**config.mk**
```make
export PLATFORM = sky130hd
export DESIGN_NAME = lcd_cfah_ctrl_flat
export DESIGN_NICKNAME = d
export VERILOG_FILES = /design/src/rtl/lcd_cfah_ctrl_if.sv /design/src/rtl/lcd_cfah_ctrl.sv /design/src/flat_wrapper.sv
export SDC_FILE = /design/constraint.sdc
export NUM_CORES = 1
export LEC_CHECK = 0
export CAP_MARGIN = 10
export CORE_MARGIN = 4
export CORE_UTILIZATION = 48
export DETAILED_ROUTE_END_ITERATION = 6
export MAX_ROUTING_LAYER = met4
export PLACE_DENSITY_LB_ADDON = 0.25
export SLEW_MARGIN = 30
export SYNTH_ARGS = -nofsm -noshare
export SYNTH_HDL_FRONTEND = slang
export SYNTH_SLANG_ARGS = --single-unit
```
**constraint.sdc**
```tcl
create_clock -name clk -period 3.2 [get_ports clk]
set_input_delay 0.32 -clock clk [delete_from_list [all_inputs] [get_ports clk]]
set_output_delay 0.32 -clock clk [all_outputs]
set_load 0.02 [all_outputs]
```
**src/rtl/lcd_cfah_ctrl_if.sv**
```systemverilog
// Request channel into the CFAH1602B command sequencer: valid/ready with an rs flag and an 8-bit code.
interface lcd_cfah_ctrl_if;
  logic       i_req_valid;
  logic       o_req_ready;
  logic       i_req_rs;
  logic [7:0] i_req_data;

  modport master (output i_req_valid, i_req_rs, i_req_data, input o_req_ready);
  modport slave  (input i_req_valid, i_req_rs, i_req_data, output o_req_ready);
endinterface

```
**src/rtl/lcd_cfah_ctrl.sv**
```systemverilog
// CFAH1602B sequencer: power-up wait, 8-bit init ROM, then one itf transaction per request plus execution delay.
// Define LCD_CFAH_CTRL_BUSY_POLL_EN to replace the post-request delay with busy-flag polling.
module lcd_cfah_ctrl #(
  parameter int G_PWRUP_CYCLES    = 2000000,
  parameter int G_CMD_WAIT_CYCLES = 2000,
  parameter int G_CLR_WAIT_CYCLES = 82000,
  parameter int G_POLL_MAX        = 16
) (
  input  logic                clk,
  input  logic                rst,
  lcd_cfah_ctrl_if.slave      req,
  output logic                o_init_done,
  output logic                o_busy,
  output logic                o_err,
  output logic [7:0]          o_itf_wdata,
  output logic                o_itf_rs,
  output logic                o_itf_rw,
  output logic                o_itf_start,
  input  logic                i_itf_done,
  input  logic [7:0]          i_itf_rdata
);

  function automatic int max2(input int a, input int b);
    return (a > b) ? a : b;
  endfunction

  localparam int MAXV = max2(max2(G_PWRUP_CYCLES, G_CMD_WAIT_CYCLES), G_CLR_WAIT_CYCLES);
  localparam int CW   = $clog2(MAXV + 1);

  typedef enum logic [3:0] {
    PWRUP_WAIT, INIT_ISSUE, INIT_WAIT_DONE, INIT_DELAY,
    IDLE, REQ_ISSUE, REQ_WAIT_DONE, REQ_DELAY,
    POLL_ISSUE, POLL_WAIT
  } state_t;

  state_t        state;
  logic [CW-1:0] cnt;
  logic [2:0]    idx;
  logic          ready_q;

  assign req.o_req_ready = ready_q;

  function automatic logic [7:0] init_rom(input logic [2:0] i);
    case (i)
      3'd0, 3'd1: return 8'h38;
      3'd2:       return 8'h0C;
      3'd3:       return 8'h01;
      default:    return 8'h06;
    endcase
  endfunction

  // Clear/home instructions need the long execution time; data writes never do.
  function automatic logic [CW-1:0] wait_m1(input logic rs, input logic [7:0] d);
    if (!rs && d >= 8'h01 && d <= 8'h03) return CW'(G_CLR_WAIT_CYCLES - 1);
    return CW'(G_CMD_WAIT_CYCLES - 1);
  endfunction

`ifdef LCD_CFAH_CTRL_BUSY_POLL_EN
  localparam int PW = $clog2(G_POLL_MAX + 1);
  logic [PW-1:0] poll_cnt;
  logic          unused_rdata;
  assign unused_rdata = ^i_itf_rdata[6:0];
`else
  logic          unused_rdata;
  assign unused_rdata = ^i_itf_rdata;
`endif

  always_ff @(posedge clk) begin
    if (rst) begin
      state       <= PWRUP_WAIT;
      cnt         <= CW'(G_PWRUP_CYCLES);
      idx         <= 3'd0;
      ready_q     <= 1'b0;
      o_init_done <= 1'b0;
      o_busy      <= 1'b1;
      o_err       <= 1'b0;
      o_itf_wdata <= 8'h00;
      o_itf_rs    <= 1'b0;
      o_itf_rw    <= 1'b0;
      o_itf_start <= 1'b0;
`ifdef LCD_CFAH_CTRL_BUSY_POLL_EN
      poll_cnt    <= '0;
`endif
    end else begin
      o_itf_start <= 1'b0;
      case (state)
        PWRUP_WAIT:
          if (cnt == '0) begin
            state       <= INIT_ISSUE;
            idx         <= 3'd0;
            o_itf_wdata <= init_rom(3'd0);
            o_itf_rs    <= 1'b0;
            o_itf_rw    <= 1'b0;
            o_itf_start <= 1'b1;
          end else cnt <= cnt - 1'b1;
        INIT_ISSUE: state <= INIT_WAIT_DONE;
        INIT_WAIT_DONE:
          if (i_itf_done) begin
            state <= INIT_DELAY;
            cnt   <= wait_m1(o_itf_rs, o_itf_wdata);
          end
        INIT_DELAY:
          if (cnt != '0) cnt <= cnt - 1'b1;
          else if (idx == 3'd4) begin
            state       <= IDLE;
            o_init_done <= 1'b1;
            ready_q     <= 1'b1;
            o_busy      <= 1'b0;
          end else begin
            state       <= INIT_ISSUE;
            idx         <= idx + 3'd1;
            o_itf_wdata <= init_rom(idx + 3'd1);
            o_itf_start <= 1'b1;
          end
        IDLE:
          if (req.i_req_valid) begin
            state       <= REQ_ISSUE;
            ready_q     <= 1'b0;
            o_busy      <= 1'b1;
            o_itf_wdata <= req.i_req_data;
            o_itf_rs    <= req.i_req_rs;
            o_itf_rw    <= 1'b0;
            o_itf_start <= 1'b1;
          end
        REQ_ISSUE: state <= REQ_WAIT_DONE;
        REQ_WAIT_DONE:
          if (i_itf_done) begin
`ifdef LCD_CFAH_CTRL_BUSY_POLL_EN
            state       <= POLL_ISSUE;
            poll_cnt    <= '0;
            o_itf_wdata <= 8'h00;
            o_itf_rs    <= 1'b0;
            o_itf_rw    <= 1'b1;
            o_itf_start <= 1'b1;
`else
            state <= REQ_DELAY;
            cnt   <= wait_m1(o_itf_rs, o_itf_wdata);
`endif
          end
        REQ_DELAY:
          if (cnt != '0) cnt <= cnt - 1'b1;
          else begin
            state   <= IDLE;
            ready_q <= 1'b1;
            o_busy  <= 1'b0;
          end
`ifdef LCD_CFAH_CTRL_BUSY_POLL_EN
        POLL_ISSUE: state <= POLL_WAIT;
        POLL_WAIT:
          if (i_itf_done) begin
            if (!i_itf_rdata[7] || poll_cnt == PW'(G_POLL_MAX - 1)) begin
              state   <= IDLE;
              ready_q <= 1'b1;
              o_busy  <= 1'b0;
              if (i_itf_rdata[7]) o_err <= 1'b1;
            end else begin
              state       <= POLL_ISSUE;
              poll_cnt    <= poll_cnt + 1'b1;
              o_itf_start <= 1'b1;
            end
          end
`endif
        default: state <= PWRUP_WAIT;
      endcase
    end
  end

endmodule

```
**src/flat_wrapper.sv**
```systemverilog
// flat-port wrapper written by rule: the top's interface ports become plain ports
module lcd_cfah_ctrl_flat 
#(
  parameter int G_PWRUP_CYCLES    = 2000000,
  parameter int G_CMD_WAIT_CYCLES = 2000,
  parameter int G_CLR_WAIT_CYCLES = 82000,
  parameter int G_POLL_MAX        = 16
)
  (clk, rst, o_init_done, o_busy, o_err, o_itf_wdata, o_itf_rs, o_itf_rw, o_itf_start, i_itf_done, i_itf_rdata, req_i_req_valid, req_i_req_rs, req_i_req_data, req_o_req_ready);
  lcd_cfah_ctrl_if req_i ();
  input  logic clk;
  input  logic rst;
  output logic o_init_done;
  output logic o_busy;
  output logic o_err;
  output logic [7:0] o_itf_wdata;
  output logic o_itf_rs;
  output logic o_itf_rw;
  output logic o_itf_start;
  input  logic i_itf_done;
  input  logic [7:0] i_itf_rdata;
  input wire logic [$bits(req_i.i_req_valid)-1:0] req_i_req_valid;
  input wire logic [$bits(req_i.i_req_rs)-1:0] req_i_req_rs;
  input wire logic [$bits(req_i.i_req_data)-1:0] req_i_req_data;
  output wire logic [$bits(req_i.o_req_ready)-1:0] req_o_req_ready;
  assign req_i.i_req_valid = req_i_req_valid;
  assign req_i.i_req_rs = req_i_req_rs;
  assign req_i.i_req_data = req_i_req_data;
  assign req_o_req_ready = req_i.o_req_ready;
  lcd_cfah_ctrl #(.G_PWRUP_CYCLES(G_PWRUP_CYCLES), .G_CMD_WAIT_CYCLES(G_CMD_WAIT_CYCLES), .G_CLR_WAIT_CYCLES(G_CLR_WAIT_CYCLES), .G_POLL_MAX(G_POLL_MAX)) u_core (.clk(clk), .rst(rst), .req(req_i), .o_init_done(o_init_done), .o_busy(o_busy), .o_err(o_err), .o_itf_wdata(o_itf_wdata), .o_itf_rs(o_itf_rs), .o_itf_rw(o_itf_rw), .o_itf_start(o_itf_start), .i_itf_done(i_itf_done), .i_itf_rdata(i_itf_rdata));
endmodule
```
==> impl_metrics.json, run 1 <==
{
  "num-fill-cells": 423,
  "htreeDepth": 2,
  "start_util_pct": 49.46,
  "crit_path_max_incr_delay_ns": 0.67,
  "ys_ff_latch": 40,
  "period_share_pct": 80.13,
  "core_um2": 4723,
  "grt_pass1_vias": 1994,
  "drv_slew": 0,
  "p_total_uw": 1476,
  "cts.sinks": 40,
  "clkTransAtPathRegs_ns": 0.08,
  "p_per_area_nw_per_um2": 534.6,
  "holdBufCountCts": 0,
  "portBuffers": 25,
  "p_leak_uw": 0.001021,
  "cts_setup_buffers": 0,
  "synth_cells": 286,
  "netlist.area_leader.share_pct": 34.28,
  "multi_input_area_um2": 1390,
  "register_area_um2": 800.8,
  "grt_start_max_net_pins": 32,
  "worstPathRequired_ns": 3.39,
  "yosys.area.top_type": "dfxtp_1",
  "seq_area_frac_synth_pct": 34.28,
  "ctsResizeCount": 0,
  "path_max_fanout": 7,
  "routedWlPerCell_um": 14.98,
  "viasPerCell": 5.934,
  "grt_overflow_total": 0,
  "skew_ns": 0.005474,
  "n_antenna_cell": 0,
  "clockBufferDepth": 2,
  "finalHoldViolCount": 0,
  "min_period_ns": 2.564,
  "synth_area_um2": 2336,
  "slew_headroom_pct": 54.16,
  "outcome": "complete, no violations",
  "fp.dieH_um": 77.76,
  "ys_types": 54,
  "first_pass_iters": 4,
  "die_w_um": 77.76,
  "fin_nets": 347,
  "cp-start-kind": "flop",
  "crit_chain": "nor4_1 > nand4_1 > o311ai_0 > a311oi_1 > a31o_2",
  "drc": 0,
  "critPathSlowestCell": "o311ai_0",
  "async_flop_share_pct": 0,
  "tightestPinTransition_ns": 0.6790,
  "grt_pass1_wl_um": 9170,
  "ios": 36,
  "wirelength_um": 5691,
  "final-setup-viol-count": 0,
  "cts_tree": "done",
  "die_area_um2": 6047,
  "cts-root-buf": "clkbuf_8",
  "vdd_drop_max_v": 0.0004043,
  "cp-end-kind": "flop",
  "synth-main-ff-cell": "dfxtp_1",
  "rows": 25,
  "timing.setup.tns_ns": 0,
  "rsz0062_at_grt": "false",
  "antenna_found_initial": 0,
  "routed-via-count": 2255,
  "grt_usage_pct": 19.22,
  "setup.worst_path.class": "flop to flop",
  "cts_made_buffers": 5,
  "place_congestion": 0.8462,
  "worst_skew_pair.late_latency_ns": 0.29,
  "yosys_warnings": 0,
  "drv_cap": 0,
  "syn-mean-instance-area_um2": 8.168,
  "drtIter0Drc": 168,
  "crit_arrival_ns": 2.75,
  "synth_area_leaders": "dfxtp_1 (34%), ha_1 (7.0%), o21ai_0 (5.6%)",
  "drive_above_1_share_pct": 8.307,
  "antenna_left": 0,
  "hold_class": "flop to flop",
  "synth_edf_count": 0,
  "fmax_ghz": 0.3900,
  "area.growth.synth_to_final_pct": 18.16,
  "place_hpwl_um": 4062
}
metrics by stage:
stage / instance area, um2 / hold WS (ns) / util (%) / setup slack [ns] / cells
CTS: 2760 / 0.4557 / 58.44 / 0.6692 / 380
finish: 2760 / 0.4535 / 58.44 / 0.6359 / 380
detailed placement: 2664 / 0.4451 / 56.40 / 0.7245 / 373
global route: 2760 / 0.4757 / 58.44 / 0.4346 / 380
global placement: 2664 / 0.4397 / 56.40 / 0.7557 / 373
floorplan: 2340 / 0.4432 / - / 0.8205 / 287
sequential cells by signal, summed over array words and instances (netlist names):
signal / cells
u_core.o_itf_rs: 1
u_core.req.o_req_ready: 1
u_core.cnt: 21
u_core.o_busy: 1
u_core.state: 3
u_core.o_init_done: 1
u_core.idx: 3
u_core.o_itf_start: 1
u_core.o_itf_wdata: 8
worst max-delay path, delay by kind of cell, from the launching register on:
kind / cells / cell delay [ns]
flip-flops: 1 / 0.37
AND/OR/NAND/NOR: 2 / 0.97
AO/OA/AOI/OAI: 3 / 1.11
cells in the final DEF (no fill, tap or decap), types with 4 or more instances in the layout:
master,Yosys,final
clkbuf_8,0,7
and2_1,4,4
nand2b_1,4,4
nand4_1,6,6
a311oi_1,9,9
nor4_1,9,9
nand3_1,15,15
and3_1,4,4
nor3_1,10,10
a31oi_1,6,6
dfxtp_1,40,40
nor2_1,20,20
a21o_1,4,4
o21ai_0,26,26
clkdlybuf4s50_1,0,25
a21oi_1,21,21
buf_4,4,9
inv_1,19,19
nand2_1,9,9
ha_1,13,13
cells in the mapped netlist, drive strengths merged, types with 4 or more instances:
| cell | count |
|---|---|
| inv | 19 |
| a31oi | 6 |
| buf | 5 |
| ha | 13 |
| nor3 | 10 |
| nor2 | 20 |
| o21ai | 26 |
| and2 | 4 |
| a21oi | 21 |
| a311oi | 9 |
| nor4 | 10 |
| nand2 | 9 |
| and3 | 4 |
| nand4 | 6 |
| nand2b | 4 |
| a21o | 4 |
| clkbuf | 9 |
| dfxtp | 40 |
| nand3 | 15 |
kinds of logic (layout without fill, tap and decap cells):
kind of cell | Yosys count | count (layout) | share of synthesized area, %
compound gates | 99 | 99 | 28.66
flops | 40 | 40 | 34.28
simple gates | 96 | 96 | 22.39
xor+xnor | 2 | 2 | 0.7500
mux | 1 | 1 | 0.4285
fa+ha+maj | 13 | 13 | 6.963
buf+inv | 34 | 60 | 6.374
other cells | 1 | 2 | 0.1605
final cells by class:
cell class | count | area share (%)
Clock buffer | 7 | 3.490
Inverter | 19 | 2.584
Multi-Input combinational cell | 213 | 50.36
Sequential cell | 40 | 29.01
Tap cell | 67 | 3.037
Timing Repair Buffer | 34 | 11.51
path summary, 6_finish.rpt:
kind,start,end,slack [ns],cells past startpoint
worst max-delay path,u_core.cnt[12]$_SDFFE_PP0P_,u_core.state[1]$_SDFFE_PP0P_,0.64,5
worst min-delay path,u_core.o_init_done$_SDFFE_PP0P_,u_core.o_init_done$_SDFFE_PP0P_,0.45,2
worst min register to register,u_core.o_init_done$_SDFFE_PP0P_,u_core.o_init_done$_SDFFE_PP0P_,0.45,2
worst max register to register,u_core.cnt[12]$_SDFFE_PP0P_,u_core.state[1]$_SDFFE_PP0P_,0.64,5
per-layer routing:
metal  up-vias  part of all wire, %  GRT usage (%)
li1       1138                    -              -
met1      1061                   50          26.44
met2        49                   44          28.17
met3         7                  4.3          3.712
met4         0                  1.1          6.406
met5         -                    0              -
power breakdown:
group	switching (uW)	internal (uW)	total (uW)
Clock	173	192	365
Combinational	275	198	473
Sequential	75.4	562	638
(Power assumes the default switching activity.)
==> run 2: changes to the inputs <==
==> constraint.sdc (replaced) <==
create_clock -name clk -period 2.55 [get_ports clk]
set_input_delay 0.255 -clock clk [delete_from_list [all_inputs] [get_ports clk]]
set_output_delay 0.255 -clock clk [all_outputs]
set_load 0.02 [all_outputs]
==> run 2 against run 1 <==
Count of clock-buffer cells in the layout stayed put. Critical path type unchanged. Register-to-register slack worse by 0.48 ns. Highest routed layer unchanged. Power is 30% higher. Via count is 2.3% higher. Sequential share of layout area is 0.92 points lower. Setup slack worse by 0.48 ns.
==> impl_metrics.json, run 2 (synthesis gave the netlist of run 1 again) <==
{
  "cts-root-buf": "clkbuf_8",
  "outcome": "complete, no violations",
  "fp.dieH_um": 77.76,
  "cts_made_buffers": 5,
  "area.growth.synth_to_final_pct": 22.01,
  "setup.worst_path.class": "flop to flop",
  "place_congestion": 0.8654,
  "tightestPinTransition_ns": 0.6182,
  "routedWlPerCell_um": 14.90,
  "grt_pass1_wl_um": 9570,
  "fin_nets": 359,
  "drtIter0Drc": 179,
  "first_pass_iters": 4,
  "clkTransAtPathRegs_ns": 0.07,
  "htreeDepth": 2,
  "worst_skew_pair.late_latency_ns": 0.29,
  "grt_pass1_vias": 2034,
  "grt_start_max_net_pins": 31,
  "routed-via-count": 2306,
  "largest_register": "u_core.cnt",
  "slew_headroom_pct": 58.78,
  "ios": 36,
  "final-setup-viol-count": 0,
  "crit_arrival_ns": 2.58,
  "core_um2": 4723,
  "hold_ws_ns": 0.4507,
  "n_antenna_cell": 0,
  "path_max_fanout": 4,
  "cts.sinks": 40,
  "grt_usage_pct": 20.04,
  "die_area_um2": 6047,
  "vdd_drop_max_v": 0.0005824,
  "viasPerCell": 5.883,
  "largest_registers": "u_core.cnt: 21 flops, u_core.o_itf_wdata: 8 flops",
  "largest_register_ffs": 21,
  "p_per_area_nw_per_um2": 671.2,
  "fmax_ghz": 0.4169,
  "rows": 25,
  "portBuffers": 25,
  "ctsResizeCount": 0,
  "worstPathRequired_ns": 2.73,
  "wirelength_um": 5842,
  "grt_overflow_total": 0,
  "final_cell_mix": "dfxtp_1 (40), o21ai_0 (26), clkdlybuf4s50_1 (25)",
  "drv_slew": 0,
  "p_leak_uw": 0.001081,
  "rsz0062_at_grt": "false",
  "cp-start-kind": "flop",
  "cts_setup_buffers": 0,
  "drc": 0,
  "antenna_found_initial": 0,
  "finalHoldViolCount": 0,
  "cts_tree": "done",
  "layout_commonest_cell": "dfxtp_1",
  "drv_cap": 0,
  "die_w_um": 77.76,
  "place_worst_setup_slack_ns": 0.1773,
  "p_total_uw": 1913,
  "cp-end-kind": "flop",
  "layout_setup_ws_ns": 0.1511,
  "start_util_pct": 49.46,
  "timing.setup.tns_ns": 0,
  "period_share_pct": 94.07,
  "num-fill-cells": 404,
  "holdBufCountCts": 0,
  "skew_ns": 0.003389,
  "clockBufferDepth": 2,
  "hold_class": "flop to flop",
  "place_hpwl_um": 4219,
  "drive_above_1_share_pct": 11.69,
  "min_period_ns": 2.399,
  "antenna_left": 0
}
[run 2: changes by cell type in the layout (fill, tap and decap cells not counted)]
cell	delta
buf_4	+12
o311ai_0	-1
o311ai_1	+1
[run 2: stage by stage]
stage / cells / util, % / cell area, um2
finish: 392 / 60.34 / 2850
global route: 392 / 60.34 / 2850
CTS: 392 / 60.34 / 2850
detailed placement: 385 / 58.30 / 2754
global placement: 385 / 58.30 / 2754
floorplan: 287 / - / 2340
[run 2: worst max-delay path, cell delays in order (launching register included)]
cell and delay [ns]:
dfxtp_1 0.33, or4_1 0.56, or3_4 0.40, or4_1 0.43, o311a_1 0.31, a211o_1 0.26
[run 2: final cells by class]
class                           instances  area [um2]  share of cell area, %
Sequential cell                        40       800.8                  28.09
Inverter                               19       71.32                  2.502
Timing Repair Buffer                   46       407.9                  14.31
Multi-Input combinational cell        213        1390                  48.77
Tap cell                               67       83.83                  2.941
Clock buffer                            7       96.34                  3.380
[run 2: worst paths after layout]
| check | slack (ns) | start | to | cells past startpoint |
|---|---|---|---|---|
| max | 0.15 | u_core.cnt[5]$_SDFFE_PP0P_ | u_core.cnt[10]$_SDFFE_PP1P_ | 5 |
| min | 0.45 | u_core.o_init_done$_SDFFE_PP0P_ | u_core.o_init_done$_SDFFE_PP0P_ | 2 |
| max reg2reg | 0.15 | u_core.cnt[5]$_SDFFE_PP0P_ | u_core.cnt[10]$_SDFFE_PP1P_ | 5 |
| min reg2reg | 0.45 | u_core.o_init_done$_SDFFE_PP0P_ | u_core.o_init_done$_SDFFE_PP0P_ | 2 |
[run 2: where the power goes]
group	total [uW]	internal [uW]	switching [uW]	leakage, uW
Clock	453	241	212	0.0000503
Sequential	788	705	82.2	0.000325
Combinational	672	296	376	0.000706
[run 2: per-layer routing]
| metal | vias up | track usage [%] | wire [um] |
|---|---|---|---|
| met4 | 0 | 6.940 | 60 |
| met3 | 5 | 2.784 | 292 |
| met2 | 59 | 29.37 | 2591 |
| li1 | 1172 | - | - |
| met5 | - | - | 0 |
| met1 | 1070 | 28.14 | 2898 |
